**src/rtl/clk_rst_seq_pkg.sv**
```systemverilog
// Shared types and helpers for the clock-enable / reset sequencer.
package clk_rst_seq_pkg;

  // Sequencer states: wait for lock, qualify it, stagger resets, run.
  typedef enum logic [1:0] {
    WAIT    = 2'd0,
    STABLE  = 2'd1,
    RELEASE = 2'd2,
    RUN     = 2'd3
  } state_e;

  // Width of a counter that must hold values 0 .. max_count-1 (at least 1 bit).
  function automatic int unsigned cnt_w(input int unsigned max_count);
    return (max_count <= 2) ? 1 : $clog2(max_count);
  endfunction

endpackage

```
**src/rtl/clk_en_div.sv**
```systemverilog
// One channel of the clock-enable divider: shadow divide register,
// free-running down-counter and reset-masked enable output.
module clk_en_div
  import clk_rst_seq_pkg::*;
#(
  parameter int unsigned DIV_W       = 8,
  parameter int unsigned DIV_DEFAULT = 0
) (
  input  logic             i_clk,
  input  logic             i_rst_n,
  input  logic [DIV_W-1:0] i_div,
  input  logic             i_load,
  input  logic             i_en_mask,
  output logic             o_clk_en
);

  logic [DIV_W-1:0] shadow_q, shadow_d;
  logic [DIV_W-1:0] cnt_q, cnt_d;
  logic             en_q, en_d;

  // Next-state: a load re-phases the counter to zero so every channel pulses together next cycle.
  always_comb begin
    shadow_d = shadow_q;
    cnt_d    = cnt_q;
    en_d     = (cnt_q == '0) && i_en_mask;
    if (i_load) begin
      shadow_d = i_div;
    end
    if (i_load) begin
      cnt_d = '0;
    end else if (cnt_q == '0) begin
      cnt_d = shadow_q;
    end else begin
      cnt_d = cnt_q - 1'b1;
    end
  end

  // Divider registers; the counter keeps running while the channel is held in reset.
  always_ff @(posedge i_clk or negedge i_rst_n) begin
    if (!i_rst_n) begin
      shadow_q <= DIV_W'(DIV_DEFAULT);
      cnt_q    <= '0;
      en_q     <= 1'b0;
    end else begin
      shadow_q <= shadow_d;
      cnt_q    <= cnt_d;
      en_q     <= en_d;
    end
  end

  assign o_clk_en = en_q;

endmodule

```
**src/rtl/clk_rst_seq.sv**
```systemverilog
// Clock-enable and reset sequencer for the MMCM generated clock domain.
// Optional build macro CLK_RST_SEQ_LOSS_CNT_EN adds a saturating lock-loss counter output.
module clk_rst_seq
  import clk_rst_seq_pkg::*;
#(
  parameter int unsigned NUM_CH      = 4,
  parameter int unsigned DIV_W       = 8,
  parameter int unsigned DIV_DEFAULT = 0,
  parameter int unsigned LOCK_CNT    = 256,
  parameter int unsigned RST_STAGGER = 16,
  parameter int unsigned SYNC_STAGES = 2
) (
  input  logic                    i_clk,
  input  logic                    i_rst_n,
  input  logic                    i_locked,
  input  logic [NUM_CH*DIV_W-1:0] i_div,
  input  logic                    i_div_load,
  input  logic                    i_clr_lost,
  output logic [NUM_CH-1:0]       o_rst_n,
  output logic [NUM_CH-1:0]       o_clk_en,
  output logic                    o_ready,
  output logic                    o_lock_lost
`ifdef CLK_RST_SEQ_LOSS_CNT_EN
  ,
  output logic [7:0]              o_loss_cnt
`endif
);

  localparam int unsigned LOCK_W = cnt_w(LOCK_CNT);
  localparam int unsigned STG_W  = cnt_w(RST_STAGGER * NUM_CH);

  logic [SYNC_STAGES-1:0] sync_q;
  logic                   lk;

  state_e                 state_q, state_d;
  logic [LOCK_W-1:0]      cnt_q, cnt_d;
  logic [STG_W-1:0]       sc_q, sc_d;
  logic [NUM_CH-1:0]      rst_q, rst_d;
  logic                   ready_q, ready_d;
  logic                   lost_q, lost_d;
  logic                   loss;

  // Lock synchroniser: i_locked is asynchronous to i_clk.
  always_ff @(posedge i_clk or negedge i_rst_n) begin
    if (!i_rst_n) begin
      sync_q <= '0;
    end else begin
      sync_q <= {sync_q[SYNC_STAGES-2:0], i_locked};
    end
  end

  assign lk = sync_q[SYNC_STAGES-1];

  // Next-state: lock qualification, staggered release and lock-loss abort.
  always_comb begin
    state_d = state_q;
    cnt_d   = cnt_q;
    sc_d    = sc_q;
    rst_d   = rst_q;
    ready_d = ready_q;
    loss    = 1'b0;
    unique case (state_q)
      WAIT: begin
        cnt_d   = '0;
        rst_d   = '0;
        ready_d = 1'b0;
        if (lk) begin
          state_d = STABLE;
        end
      end
      STABLE: begin
        if (!lk) begin
          state_d = WAIT;
          cnt_d   = '0;
        end else if (cnt_q == LOCK_W'(LOCK_CNT - 1)) begin
          state_d = RELEASE;
          sc_d    = '0;
          rst_d   = NUM_CH'(1);
        end else begin
          cnt_d = cnt_q + 1'b1;
        end
      end
      RELEASE: begin
        if (!lk) begin
          loss = 1'b1;
        end else if (rst_q[NUM_CH-1]) begin
          state_d = RUN;
          ready_d = 1'b1;
        end else begin
          sc_d = sc_q + 1'b1;
          for (int unsigned k = 1; k < NUM_CH; k++) begin
            rst_d[k] = rst_q[k] | (sc_d == STG_W'(k * RST_STAGGER));
          end
        end
      end
      RUN: begin
        if (!lk) begin
          loss = 1'b1;
        end
      end
    endcase
    if (loss) begin
      state_d = WAIT;
      cnt_d   = '0;
      rst_d   = '0;
      ready_d = 1'b0;
    end
    // A loss in the same cycle as a clear request keeps the flag set.
    lost_d = loss ? 1'b1 : (i_clr_lost ? 1'b0 : lost_q);
  end

  // Sequencer state and registered outputs.
  always_ff @(posedge i_clk or negedge i_rst_n) begin
    if (!i_rst_n) begin
      state_q <= WAIT;
      cnt_q   <= '0;
      sc_q    <= '0;
      rst_q   <= '0;
      ready_q <= 1'b0;
      lost_q  <= 1'b0;
    end else begin
      state_q <= state_d;
      cnt_q   <= cnt_d;
      sc_q    <= sc_d;
      rst_q   <= rst_d;
      ready_q <= ready_d;
      lost_q  <= lost_d;
    end
  end

`ifdef CLK_RST_SEQ_LOSS_CNT_EN
  logic [7:0] loss_cnt_q;

  // Saturating count of lock-loss events; unaffected by i_clr_lost.
  always_ff @(posedge i_clk or negedge i_rst_n) begin
    if (!i_rst_n) begin
      loss_cnt_q <= '0;
    end else if (loss && (loss_cnt_q != 8'hFF)) begin
      loss_cnt_q <= loss_cnt_q + 8'd1;
    end
  end

  assign o_loss_cnt = loss_cnt_q;
`else
  // Lock-loss counter not built.
`endif

  // Per-channel dividers; enables are masked with the next reset value so they never lead o_rst_n.
  for (genvar g = 0; g < NUM_CH; g++) begin : g_ch
    clk_en_div #(
      .DIV_W       (DIV_W),
      .DIV_DEFAULT (DIV_DEFAULT)
    ) u_div (
      .i_clk     (i_clk),
      .i_rst_n   (i_rst_n),
      .i_div     (i_div[g*DIV_W +: DIV_W]),
      .i_load    (i_div_load),
      .i_en_mask (rst_d[g]),
      .o_clk_en  (o_clk_en[g])
    );
  end

  assign o_rst_n     = rst_q;
  assign o_ready     = ready_q;
  assign o_lock_lost = lost_q;

endmodule

```
**config.mk**
```make
export PLATFORM = sky130hd
export DESIGN_NAME = clk_rst_seq
export DESIGN_NICKNAME = d
export VERILOG_FILES = /design/src/rtl/clk_rst_seq_pkg.sv /design/src/rtl/clk_en_div.sv /design/src/rtl/clk_rst_seq.sv
export SDC_FILE = /design/constraint.sdc
export NUM_CORES = 1
export LEC_CHECK = 0
export ABC_AREA = 0
export BUFFER_PORTS_ARGS = -buffer_cell sky130_fd_sc_hd__buf_2
export CORE_MARGIN = 5
export CORE_UTILIZATION = 61
export CTS_BUF_LIST = sky130_fd_sc_hd__clkbuf_2 sky130_fd_sc_hd__clkbuf_4 sky130_fd_sc_hd__clkbuf_8
export DETAILED_ROUTE_END_ITERATION = 10
export PLACE_DENSITY = 0.86
export SLEW_MARGIN = 15
export SYNTH_ARGS = -nofsm -noshare
export SYNTH_HDL_FRONTEND = slang
export SYNTH_SLANG_ARGS = --single-unit
```
**constraint.sdc**
```tcl
create_clock -name i_clk -period 2.5 [get_ports i_clk]
set_clock_uncertainty 0.2 [all_clocks]
set_input_delay 0.5 -clock i_clk [delete_from_list [all_inputs] [get_ports i_clk]]
set_output_delay 0.5 -clock i_clk [all_outputs]
set_load 0.005 [all_outputs]
```
==> flow_summary.yaml, run 1 <==
floorplanning:
  start_util: 0.621
  fp.dieW_um: 95.5
  die_y_um: 95.5
  placementRows: 31
  core-area_um2: 7180
  dieArea_um2: 9120
  ios: 47
sta:
  hold_ws_ps: 49.3
  slew_viol_final: 0
  finalHoldViolCount: 0
  tns_ps: 0
  tightest_slew_ps: 628
  final.min_clock_period_ps: 2260
  max_freq_mhz: 442
  fin_crit_sh: 0.906
  rsz0062_at_grt: "no"
  finalSetupViolCount: 0
  slew_headroom: 0.581
yosys:
  synthAdderAreaFrac: 0.0421
  synth_top_family_by_area: "simple AND/OR/NAND/NOR gates"
  ys_seq_area_frac: 0.517
  ys_types: 49
  synth_area_um2: 4460
  synth_edf_count: 0
  synth_compound_area_frac: 0.137
  synth_simple_gate_area_frac: 0.141
  syn_nets: 464
  syn_area_per_cell_um2: 10.8
  netlist.area_leader.share: 0.517
  ys_warn_count: 0
  yosys_register_bits: 92
  synth_ff_type: "dfrtp_1"
  synth_xor_area_frac: 0.0452
  synthesis.instances: 412
  synth_area_leader_cell: "dfrtp_1"
  synthTopCellsByArea: "dfrtp_1 52%, mux2_2 8.6%, a211oi_1 4.5%"
  synth-async-reset-ratio: 1.00
  synth.area.mux_share: 0.0859
clocking:
  post_cts_buffers: 0
  cts_buffers: 9
  cts_buffer_depth: 2
  h-tree-depth: 3
  clkTransAtPathRegs_ps: 90
  clkLatencyLatePin_ps: 360
  cts_num_sinks: 92
  root_buffer: "clkbuf_8"
  cts_tree: "done"
critical_path:
  startpoint: "cnt_q[0]"
  reg2reg_depth: 6
  start_kind: "flip-flop"
  cp_common_cell: "or2_4"
  timing.rr.end: "sc_q[3]"
  end_kind: "flip-flop"
  r2r_setup_slack_ps: 240
  critical_path.max_stage_delay_ps: 420
  crit_chain: "ha_1, nand4_2, or2_4, a221o_4, or2_4, o31ai_2"
  cp_max_fo: 9
  crit_arrival_ps: 2330
  required_ps: 2570
  crit_path_top_delay_cell: "dfrtp_1"
  crit_type: "reg -> reg"
  r2r_start: "cnt_q[0]"
worst_hold_path:
  whs_endpoint: "sync_q[0]"
  hp-class: "in -> reg"
  min_from: "i_locked"
  hold_depth: 1
drt:
  antenna_left: 0
  route.detailed.drc: 0
  vias_per_cell: 5.71
  vias: 3203
  wl_mm: 8.82
  wl_per_cell_um: 15.7
  drt-pass1-iter-count: 4
  first_iter_violations: 188
power:
  switching_share: 0.362
  power_switching_uw: 1760
  total_power_uw: 4850
  total_leakage_power_uw: 0.00231
  internal_power_uw: 3090
  pwr-share-comb: 0.352
  seqPwrFrac: 0.419
  vdd_drop_max_uv: 503
  power_density_nw_per_um2: 960
  clockPowerShare: 0.229
finish:
  nets: 509
  n_antenna_cell: 0
  final_common_cell: "dfrtp_1"
  fin_area_um2: 5040
  area_growth_pct: 13.2
  postLayoutCoreUtil: 0.703
  final_cell_mix: "92 x dfrtp_1, 52 x nor2_1, 45 x buf_2, 34 x mux2_2, 27 x a211oi_1"
  n_fill_cell: 508
  drive_above_1_share: 0.245
place:
  gp_congestion: 0.890
  io_buffers: 46
  post-dp-hpwl_mm: 6.36
  postPlaceCellArea_um2: 4810
grt:
  grt_overflow: 0
  grt_pass1_vias: 3305
  antenna_found_initial: 0
  grt_usage: 0.212
  grt_max_degree: 48
  grt_pass1_wl_mm: 15.1
run:
  maxCapViolations: 0
run_status:
  status: "finished, final reports clean"
[cells by family (layout without fill, tap and decap cells)]
logic type               after synthesis  after routing
buffers and inverters                 33             83
flip-flops                            92             92
AND/OR/NAND/NOR                      130            130
multiplexers                          34             34
adder cells (fa/ha/maj)               15             15
AO/OA/AOI/OAI                         85             85
XOR/XNOR                              23             23
[flip-flops by register name, summed over array words and instances, names as in the netlist]
name and cells:
state_q 2, g_ch.u_div.cnt_q 32, g_ch.u_div.o_clk_en 4, sc_q 6, o_rst_n 4, o_lock_lost 1, cnt_q 8, o_ready 1
sync_q 2, g_ch.u_div.shadow_q 32
[worst max path at each step]
stage / end / depth (start not counted)
2_1_floorplan: sc_q[3] / 6
3_3_place_gp: sc_q[3] / 6
3_5_place_dp: sc_q[3] / 6
4_1_cts: sc_q[3] / 6
5_1_grt: sc_q[3] / 6
6_report: sc_q[3] / 6
[power by group through the flow]
stage	sequential (uW)	clock (uW)	combinational, uW
after detailed placement	2050	0	1690
after CTS	2020	1130	1710
after global routing	2070	1200	1930
final	2030	1110	1710
after global placement	2030	0	1590
after floorplan	1990	0	1320
[worst max-delay path: cells and delay by family, from the launching register on]
family	cells	cell delay, ps
AO/OA/AOI/OAI	2	600
adder cells (fa/ha/maj)	1	260
flip-flops	1	420
AND/OR/NAND/NOR	3	700
[synthesized netlist by cell type (4+ instances only)]
master,n
nor2b_1,6
buf_4,4
xor2_1,10
a211oi_1,27
ha_1,15
xnor2_1,13
nor3_1,9
clkbuf_1,14
a21oi_1,8
mux2_2,34
a31oi_1,5
nand2b_1,7
o21ai_0,15
a311oi_1,4
dfrtp_1,92
nor2_1,52
inv_1,14
nand2_1,25
o21ai_1,4
nand3_1,6
nor4_1,4
[metal layers]
layer	share of wire	up-vias	GRT usage	routed length, um
li1	-	1558	-	-
met1	0.43	1545	0.265	3760
met2	0.50	84	0.360	4440
met3	0.054	16	0.0537	475
met4	0.016	0	0.0675	145
met5	0	-	0	0
[per-stage QoR]
stage / setup slack (ps) / cells
floorplan: 432 / 412
global placement: 376 / 544
detailed placement: 254 / 544
CTS: 241 / 561
global route: 109 / 561
finish: 236 / 561
[layout make-up]
type	count	area, um^2	share of cell area
timing repair buffer	53	325	0.0645
multi-input combinational	287	2020	0.400
inverter	14	52.6	0.0104
tap	99	124	0.0246
sequential	92	2300	0.456
clock buffer	9	124	0.0246
clock inverter	7	100	0.0198
[timing repair]
| item | 4_1_cts | 5_1_grt |
|---|---|---|
| endpoints found under the hold margin | 45 | 0 |
| endpoints found under the setup margin | 0 | 1 |
| resized for setup | 0 | 1 |
| hold buffers | 1 | 0 |
No activity file was read; power rests on OpenSTA's default activity.
==> run 2: changes to the inputs <==
--- a/config.mk
+++ b/config.mk
@@ -8,10 +8,10 @@
 export ABC_AREA = 0
 export BUFFER_PORTS_ARGS = -buffer_cell sky130_fd_sc_hd__buf_2
 export CORE_MARGIN = 5
-export CORE_UTILIZATION = 61
+export CORE_UTILIZATION = 45
 export CTS_BUF_LIST = sky130_fd_sc_hd__clkbuf_2 sky130_fd_sc_hd__clkbuf_4 sky130_fd_sc_hd__clkbuf_8
 export DETAILED_ROUTE_END_ITERATION = 10
-export PLACE_DENSITY = 0.86
+export PLACE_DENSITY = 0.68
 export SLEW_MARGIN = 15
 export SYNTH_ARGS = -nofsm -noshare
 export SYNTH_HDL_FRONTEND = slang
==> run 2 against run 1 <==
  * Non-clock buffer count is the same
  * Worst hold slack lost 0.74 ps
  * Sequential share of layout area is essentially flat
  * First-iteration DRC count grew 18%
  * Via count shrank 2.1%
  * Clock-buffer cell count grew 1
  * Final cell count grew 6.1%
  * Clock power shrank 8%
  * Core utilization shrank 18 points
  * Highest routed layer unchanged
==> flow_summary.yaml, run 2 (synthesized netlist as in run 1, its figures left out) <==
critical_path:
  crit_arrival_ps: 2320
  crit_buf_inv: 0
  end_kind: "flip-flop"
  crit_path_top_delay_cell: "dfrtp_1"
  start_kind: "flip-flop"
  cp_max_fo: 9
  critical_path.max_stage_delay_ps: 410
  crit_type: "reg -> reg"
  required_ps: 2560
  r2r_setup_slack_ps: 240
  cp_common_cell: "or2_4"
  path_delay_family: "simple AND/OR/NAND/NOR gates"
  crit_chain: "ha_1, nand4_2, or2_4, a221o_4, or2_4, o31ai_2"
finish:
  area_growth_pct: 13.3
  postLayoutCoreUtil: 0.519
  nets: 509
  seq_area_um2: 2300
  drive_above_1_share: 0.242
  top_regs: "g_ch.u_div.cnt_q: 32 flops, g_ch.u_div.shadow_q: 32 flops, cnt_q: 8 flops"
  n_fill_cell: 911
  multi_input_area_um2: 2010
  final_cell_mix: "92 x dfrtp_1, 52 x nor2_1, 45 x buf_2, 34 x mux2_2, 27 x a211oi_1"
  n_antenna_cell: 0
  final_common_cell: "dfrtp_1"
clocking:
  root_buffer: "clkbuf_8"
  cts_num_sinks: 92
  cts_buffers: 9
  post_cts_resized: 0
  hold_buffers: 1
  cts_buffer_depth: 2
  clkLatencyLatePin_ps: 360
  post_cts_buffers: 0
  clkTransAtPathRegs_ps: 90
  h-tree-depth: 3
  cts_tree: "done"
grt:
  grt_max_degree: 65
  grt_usage: 0.154
  grt_pass1_vias: 3141
  grt_pass1_wl_mm: 14.5
  grt_overflow: 0
  antenna_found_initial: 0
run:
  maxCapViolations: 0
drt:
  wl_per_cell_um: 14.1
  drt-pass1-iter-count: 4
  route.detailed.drc: 0
  vias: 3135
  vias_per_cell: 5.27
  first_iter_violations: 222
  wl_mm: 8.41
  antenna_left: 0
power:
  seqPwrFrac: 0.427
  clockPowerShare: 0.215
  total_leakage_power_uw: 0.00230
  internal_power_uw: 3010
  power_switching_uw: 1710
  pwr-share-comb: 0.358
  switching_share: 0.362
  vdd_drop_max_uv: 434
  power_density_nw_per_um2: 936
place:
  post-dp-hpwl_mm: 5.95
  io_buffers: 46
  gp_congestion: 0.819
floorplanning:
  fp.dieW_um: 110
  ios: 47
  die_y_um: 110
  core-area_um2: 9730
  dieArea_um2: 12000
  placementRows: 36
  start_util: 0.458
sta:
  slew_headroom: 0.597
  rsz0062_at_grt: "no"
  tns_ps: 0
  tightest_slew_ps: 604
  finalHoldViolCount: 0
  finalSetupViolCount: 0
  final.min_clock_period_ps: 2260
  fin_crit_sh: 0.902
  slew_viol_final: 0
  max_freq_mhz: 443
worst_hold_path:
  hp-class: "in -> reg"
run_status:
  status: "finished, final reports clean"
==> run 2: final cells by class <==
class                      instances  area share
inverter                          14      0.0104
timing repair buffer              53      0.0619
multi-input combinational        287       0.399
sequential                        92       0.456
clock inverter                     6      0.0139
clock buffer                      10      0.0260
tap                              133      0.0330
==> run 2: path summary, 6_finish.rpt <==
check | from | end | cells after the start
min in group asynchronous | i_rst_n | o_ready | 2
max in group asynchronous | i_rst_n | g_ch[3].u_div.cnt_q[4] | 3
hold reg to reg | sync_q[0] | sync_q[1] | 0
setup reg to reg | cnt_q[0] | sc_q[3] | 6
setup / recovery | cnt_q[0] | sc_q[3] | 6
hold / removal | i_locked | sync_q[0] | 1
==> run 2: per-stage QoR <==
| stage | std cells | worst slack [ps] | total power (uW) | area (um^2) | hold WS, ps |
|---|---|---|---|---|---|
| after CTS | 595 | 237 | 4770 | 5050 | 34.4 |
| after global placement | 578 | 366 | 3650 | 4840 | 133 |
| after global routing | 595 | 2.52 | 5100 | 5050 | 26.5 |
| after detailed placement | 578 | 258 | 3730 | 4840 | 154 |
| final | 595 | 244 | 4730 | 5050 | 48.5 |
| after floorplan | 412 | 432 | 3310 | 4460 | 4.41 |
==> run 2: power groups by stage <==
stage | Combinational [uW] | Sequential, uW | Clock [uW]
after global placement | 1620 | 2030 | 0
after global routing | 1920 | 2060 | 1120
after CTS | 1710 | 2020 | 1050
after detailed placement | 1690 | 2040 | 0
final | 1690 | 2020 | 1020
after floorplan | 1320 | 1990 | 0
==> run 2: routing by layer <==
layer | up-vias | GRT usage | share of wire | wire length, um
li1 | 1555 | - | - | -
met1 | 1499 | 0.199 | 0.45 | 3770
met2 | 66 | 0.250 | 0.49 | 4130
met3 | 15 | 0.0241 | 0.039 | 327
met4 | 0 | 0.0766 | 0.022 | 184
met5 | - | 0 | 0 | 0
